### config.mk
export PLATFORM = sky130hd
export DESIGN_NAME = write_buffer
export DESIGN_NICKNAME = d
export VERILOG_FILES = /design/src/rtl/write_buffer.sv
export SDC_FILE = /design/constraint.sdc
export NUM_CORES = 1
export LEC_CHECK = 0
export CORE_ASPECT_RATIO = 1.25
export CORE_UTILIZATION = 40
export CTS_CLUSTER_DIAMETER = 60
export CTS_CLUSTER_SIZE = 16
export DETAILED_ROUTE_END_ITERATION = 12
export PLACE_DENSITY = 0.69
export SLEW_MARGIN = 20
export SYNTH_ARGS = -nofsm -noshare
export SYNTH_HDL_FRONTEND = slang
export SYNTH_SLANG_ARGS = --single-unit
### constraint.sdc
create_clock -name clk -period 3.4 [get_ports clk]
set_input_delay 0.68 -clock clk [delete_from_list [all_inputs] [get_ports clk]]
set_output_delay 0.68 -clock clk [all_outputs]
set_load 0.03 [all_outputs]
### src/rtl/write_buffer.sv
// Store FIFO between the write-through D-cache and main memory, drained in order via req/ack.
// Define WB_FORWARD_EN to build the load-forwarding comparators.
module write_buffer #(
    parameter int DEPTH  = 4,
    parameter int ADDR_W = 32,
    parameter int DATA_W = 32,
    localparam int CW    = $clog2(DEPTH + 1),
    localparam int PW    = $clog2(DEPTH)
) (
    input  logic              clk,
    input  logic              rst,
    input  logic              wr_en,
    input  logic [ADDR_W-1:0] wr_addr,
    input  logic [DATA_W-1:0] wr_data,
    output logic              full,
    output logic              empty,
    output logic [CW-1:0]     count,
    input  logic [ADDR_W-1:0] rd_addr,
    output logic              rd_hit,
    output logic [DATA_W-1:0] rd_data,
    output logic              mem_wr_req,
    output logic [ADDR_W-1:0] mem_addr,
    output logic [DATA_W-1:0] mem_wdata,
    input  logic              mem_wr_ack
);

    typedef enum logic {IDLE, REQ} state_t;

    state_t            state_q, state_d;
    logic [PW-1:0]     head_q, tail_q;
    logic [CW-1:0]     count_q, count_d;
    logic [ADDR_W-1:0] addr_q [DEPTH];
    logic [DATA_W-1:0] data_q [DEPTH];
    logic              push, pop;

    assign full  = (count_q == CW'(DEPTH));
    assign empty = (count_q == '0);
    assign count = count_q;

    // REQ is only ever held with count_q != 0, so an ack there always has a head to retire
    assign push = wr_en && !full;
    assign pop  = (state_q == REQ) && mem_wr_ack;

    always_comb begin
        count_d = count_q + CW'(push) - CW'(pop);
        state_d = state_q;
        unique case (state_q)
            IDLE: if (count_q != '0 || push) state_d = REQ;
            REQ:  if (pop && count_d == '0) state_d = IDLE;
            default: state_d = IDLE;
        endcase
    end

    always_ff @(posedge clk) begin
        if (rst) begin
            state_q <= IDLE;
            head_q  <= '0;
            tail_q  <= '0;
            count_q <= '0;
        end else begin
            state_q <= state_d;
            count_q <= count_d;
            if (push) tail_q <= tail_q + PW'(1);
            if (pop)  head_q <= head_q + PW'(1);
        end
    end

    always_ff @(posedge clk) begin
        if (push) begin
            addr_q[tail_q] <= wr_addr;
            data_q[tail_q] <= wr_data;
        end
    end

    assign mem_wr_req = (state_q == REQ);
    assign mem_addr   = mem_wr_req ? addr_q[head_q] : '0;
    assign mem_wdata  = mem_wr_req ? data_q[head_q] : '0;

`ifdef WB_FORWARD_EN
    logic [PW-1:0] idx;

    // Scan oldest to youngest so the last match (youngest) wins
    always_comb begin
        rd_hit  = 1'b0;
        rd_data = '0;
        idx     = '0;
        for (int k = 0; k < DEPTH; k++) begin
            idx = head_q + PW'(k);
            if (CW'(k) < count_q && addr_q[idx] == rd_addr) begin
                rd_hit  = 1'b1;
                rd_data = data_q[idx];
            end
        end
    end
`else
    logic unused_rd_addr;

    assign unused_rd_addr = ^rd_addr;
    assign rd_hit         = 1'b0;
    assign rd_data        = '0;
`endif

endmodule

Word level (Yosys, flattened, before mapping)
Memories as Yosys holds them, arrays and structs flattened. A register that Yosys moved wholly into a read port is not among the register bits. Index checks and enable logic that the tools add are counted.

Bits in registers: 8. Latch bits: 0. Memory bits (writable): 256. ROM bits: 0. Bits of input ports: 100. Output and inout bits: 103. Logic and storage cells: 31. Memories: 2.

Memory list: addr_q (words 4, width 32, rd ports 1, clocked after memory_dff 1, write ports 1, line 32) `logic [ADDR_W-1:0] addr_q [DEPTH];`; data_q (words 4, width 32, rd ports 1, clocked after memory_dff 1, write ports 1, line 33) `logic [DATA_W-1:0] data_q [DEPTH];`.

Add/subtract/negate cells: 4. $mul: 0. Div/mod/pow operators: 0. Order comparisons: 0. Eq/ne operators: 1. Shifts and indexed selects: 0. Multiplexer cells: 11. Bitwise operators: 1. Reductions and logical operators: 8.

Operator list (number): $mux W32 (2); $mux W2 (4); $logic_not A3 Y1 (2); $add A2 B1 Y2 const B (2); $mux W1 (4); $add A3 B1 Y3 (1); $eq A3 B3 Y1 const B (1); $logic_and A1 B1 Y1 (3); $reduce_bool A3 Y1 (1); $sub A3 B1 Y3 (1); $pmux W1 S2 (1); $logic_not A1 Y1 (1); $logic_or A1 B1 Y1 (1); $not A1 Y1 (1).

Depth between registers and ports, before layout
Word-level depth: 9. Mapped depth: 13. Depth with buffers taken out: 12.

Least setup slack after synthesis
No wires, ideal clock.

Path type: reg2reg. From: reg count_q[1], in the netlist count[1]. To: mem addr_q[0][0], enable pin. Library setup time: 0.429 ns. Arrival: 2.529 ns. Required time: 2.971 ns. Path slack: 0.442 ns. Cell stages (with the launch flop): 4. Path buffers: 1. Clock period less this slack: 2.958 ns. Cells stage by stage: dfxtp_1 -> or3b_1 -> clkbuf_1 -> and3_1.

Word-level cells in the longest chain between the ends: 5.

Ends and longest elaborated chain: start: declaration (line 31) `logic [CW-1:0] count_q, count_d;`; start signal: assignment (line 62) `count_q <= count_d;`; $eq A3 B3 Y1 (line 36) `assign full = (count_q == CW'(DEPTH));`; $logic_not A1 Y1 (line 41) `assign push = wr_en && !full;`; $logic_and A1 B1 Y1 (line 41); $mux W1 (line 69) `if (push) begin`; $mux W1 (not written as such) (line 70) `addr_q[tail_q] <= wr_addr;`; end: declaration (line 32).

Every way passes these cells.

==> results summary <==
The initial antenna violation count came to 2. For this run, the top clock speed supported by timing is 312 MHz. The share of synthesized cell area in full adder, half adder and majority cells is 0.00907. The die outline height came out at 183 microns. The cell area after technology mapping came out at 10500 sq um. The overall die width is 147 microns. The fraction of layout cells with a size suffix above 1 came out at 0.175. The yosys synthesis warning count came out at 0. The slowest stage of the critical path is the sky130_fd_sc_hd__clkdlybuf4s50_1 cell.

The peak fanout along the critical path came out at 24. The transition time at the pin with the least slew margin came out at 0.536 ns. The initial utilization of the core area, before any placement, comes to 0.412. Max-cap violations in this run came to 0.

The number of DRC markers in iteration 0 came out at 228. In this run, synthesis produced a sequential element count of 266. On the final layout, the worst clock skew is 0.0115 ns. The category of the critical setup timing path is reg2out. The worst pin sits at a relative slew slack of 0.643. The detailed placement HPWL is 12.2 mm.

The fraction of the mapped netlist area in compound gates came out at 0.00275. In this run, CTS created clock tree buffers numbering 23. The number of distinct library cells after synthesis is 29. The area of the core region is 25500 sq um.

Data on the critical path arrives at its endpoint at 2.53 ns. The post-CTS setup-driven buffer insertion count is 0. The min-delay analysis places its worst path in the category reg2reg. The run finished with clean final reports. Port buffering added 137 buffers. The insertion delay of the later-clocked pin in the worst-skew pair came out at 0.51 ns. For hold timing, the worst endpoint is tail_q[1]. The count of pins on the block boundary came out at 203.

After detailed placement, the design holds a cell count of 959. The analysis attributes to cell leakage a power of 0.00419 uW. The wire length of the first global-routing pass is 30.4 mm. The floorplan has 65 rows. The clock net sink count came out at 266.

The internal power consumption came out at 6240 uW. The simple-gate area share of the yosys netlist came out at 0.0475. The length of the first detailed-routing pass in iterations is 4. The average via count per standard cell is 4.97.

The combinational family with the most area after synthesis is multiplexers. For this design the ratio of total power to cell area is 672 nW/um^2. The worst-case IR drop observed on VDD is 505 uV. The clock tree root driver cell is sky130_fd_sc_hd__clkbuf_16.

Entering global routing, the biggest net connects 49 pins. The register-to-register path setup slack is 0.68 ns. The number of global-route vias before repair came out at 5412. The most used flip-flop cell after synthesis is sky130_fd_sc_hd__edfxtp_1. The portion of synthesized area spent on multiplexers is 0.139. TritonCTS built the clock tree. The fraction of the yosys area taken by sequential cells came out at 0.752. The largest buffer count on any clock path came out at 3.

The part of the cycle the worst path needs came out at 0.943. In the routed design, unresolved DRC markers number 0. For this run the aggregate overflow at the end of global routing stands at 0. The H-tree level count came out at 1. The final sum of negative setup slack is 0 ns. In the final design database the tool counted 757 nets. The share of power burned in registers is 0.466. The average cell area after synthesis came out at 21.2 sq um. The clock-pin slew on the worst setup and hold paths is 0.07 ns. Setup repair after global routing left no endpoint under its margin.

STA classifies the critical path startpoint as a flop. The final estimated routing congestion in global placement is 0.689. The analysis attributes to net switching a power of 2440 uW.

The parity-gate share of the synthesized area counting xor and xnor cells is 0.00334. Compared with the post-synthesis result, the final layout area differs by 23.2%. The critical path goes through buf_16 > mux4_1 > and2_1 > clkdlybuf4s50_1.

The worst hold path depth came out at 2. The reg-to-reg critical path startpoint is count[1]. The total number of vias is 4957.

For the finished layout, the period the worst path requires is 3.21 ns. The count of nets left with antenna violations once routing finished came out at 0. For the worst flop-to-flop path, the logic depth is 12.

The largest stage delay on the critical path came out at 0.59 ns. After detailed routing, the average wire length per cell comes to 19.8 microns. The number of max-slew violations in the final report is 0.

The combinational group share of total power came out at 0.247. Data on the critical path is required at its endpoint by 2.72 ns. The routed wire length is 19.8 mm. The number of non-filler instances in the completed layout came out at 998. The final number of hold-violating endpoints came to 0.

The clock network power share came out at 0.287. The number of enable flip-flop cells after synthesis is 256. The worst register-to-register path ends at mem_wr_req.

The floorplan die area is 26900 sq um. Across every metal layer, demand over resource in global routing totals 0.150. The synthesized netlist cell count came out at 494. The startpoint identified for the worst hold timing path is tail_q[1]. The number of hold buffers added after cts is 0. The async set or reset register ratio after synthesis is 0.

Setup violations remaining at the end of the flow were counted as 0. The switching share of total power is 0.281. STA classifies the critical path endpoint as a primary output.
==> routing by layer <==
layer  vias up  routed length (microns)  global-route usage  share of wire
met5         -                       17                   0        0.00086
li1       2200                        -                   -              -
met3        37                     1060              0.0284          0.053
met1      2568                     7680               0.174           0.39
met2       150                    10500               0.275           0.53
met4         2                      509              0.0529          0.026
==> metrics by stage <==
step / hold slack [ns] / power (uW) / area (sq um) / setup WS (ns) / utilization
2_1_floorplan: 0.484 / 5480 / 10600 / 0.442 / -
3_3_place_gp: 0.495 / 6220 / 12200 / 0.442 / 0.478
3_5_place_dp: 0.524 / 6270 / 12200 / 0.304 / 0.478
4_1_cts: 0.540 / 8790 / 12900 / 0.0290 / 0.506
5_1_grt: 0.560 / 9050 / 12900 / 0.0925 / 0.507
6_report: 0.537 / 8680 / 12900 / 0.193 / 0.507
==> synth_stat cells (2+ instances only) <==
| cell type | number | share of area |
|---|---|---|
| sky130_fd_sc_hd__mux4_2 | 60 | 0.13 |
| sky130_fd_sc_hd__a21oi_1 | 2 | 0.00095 |
| sky130_fd_sc_hd__o21ai_0 | 2 | 0.00095 |
| sky130_fd_sc_hd__dfxtp_1 | 10 | 0.019 |
| sky130_fd_sc_hd__and2_1 | 64 | 0.038 |
| sky130_fd_sc_hd__buf_12 | 6 | 0.011 |
| sky130_fd_sc_hd__and3_1 | 4 | 0.0024 |
| sky130_fd_sc_hd__ha_1 | 6 | 0.0072 |
| sky130_fd_sc_hd__clkbuf_1 | 9 | 0.0032 |
| sky130_fd_sc_hd__mux4_1 | 4 | 0.010 |
| sky130_fd_sc_hd__edfxtp_1 | 256 | 0.73 |
| sky130_fd_sc_hd__buf_2 | 6 | 0.0029 |
| sky130_fd_sc_hd__buf_4 | 33 | 0.024 |
| sky130_fd_sc_hd__nand3_1 | 3 | 0.0014 |
| sky130_fd_sc_hd__nor2_1 | 7 | 0.0025 |
| sky130_fd_sc_hd__xor2_1 | 3 | 0.0025 |
| sky130_fd_sc_hd__inv_1 | 7 | 0.0025 |
==> power groups by stage <==
| stage | clock network (uW) | logic (uW) | registers (uW) |
|---|---|---|---|
| final | 2490 | 2150 | 4040 |
| after detailed placement | 0 | 2160 | 4120 |
| after floorplan | 0 | 1390 | 4100 |
| after CTS | 2580 | 2170 | 4040 |
| after global routing | 2680 | 2290 | 4070 |
| after global placement | 0 | 2130 | 4090 |
==> timing repair <==
action / 4_1_cts / 5_1_grt
endpoints found under the setup margin: 0 / 4
hold endpoints to repair: 0 / 0
gates resized for setup: 0 / 2
==> worst max path at each step <==
stage          slack [ns]      endpoint     start  cells past startpoint
2_1_floorplan        0.44  addr_q[0][0]  count[1]                      3
6_report             0.19  mem_addr[31]      flop                      4
5_1_grt              0.09   mem_addr[0]      flop                      4
3_5_place_dp         0.30    mem_wr_req     wr_en                     12
3_3_place_gp         0.44    mem_wr_req     wr_en                     12
4_1_cts              0.03  mem_addr[31]      flop                      4
==> placed cells by master, fill, tap and decap left out, types with 7 or more instances in the layout <==
cell and n:
sky130_fd_sc_hd__and2_1 64, sky130_fd_sc_hd__buf_4 10, sky130_fd_sc_hd__clkbuf_1 7, sky130_fd_sc_hd__clkbuf_16 24, sky130_fd_sc_hd__clkdlybuf4s50_1 137, sky130_fd_sc_hd__conb_1 33
sky130_fd_sc_hd__dfxtp_1 7, sky130_fd_sc_hd__edfxtp_1 256, sky130_fd_sc_hd__inv_1 7, sky130_fd_sc_hd__mux4_2 60, sky130_fd_sc_hd__nor2_1 7
==> flip-flops by register name, indices dropped and copies added (netlist names), named ones only <==
name / cells
addr_q: 128
count: 3
data_q: 128
head_q: 2
mem_wr_req: 1
tail_q: 2
==> cell families (layout without fill, tap and decap cells) <==
kind of cell	Yosys count	count (layout)
AOI/OAI and AO/OA	5	5
DFF	266	266
buffers and inverters	64	200
other	1	34
and+or+nand+nor	83	83
muxes	64	64
xor gates and xnor gates	4	4
adders and majority gates	7	7
==> worst max-delay path, delay by kind of cell, from the launching register on <==
| kind | cells | cell delay [ns] |
|---|---|---|
| buf+inv | 2 | 0.82 |
| flops | 1 | 0.41 |
| mux | 1 | 0.58 |
| simple gates | 1 | 0.20 |
==> area by class of cell <==
class                   instances  area (sq um)
flip-flops and latches        266          7900
fillers                      2055         12500
repair buffers                155          1610
clock inverters                 7          98.8
clock buffers                  30           602
multi-input cells             196          2260
diodes                          1          2.50
inverters                       8          30.0
well taps                     335           419
Power figures use the tool's default switching activity.
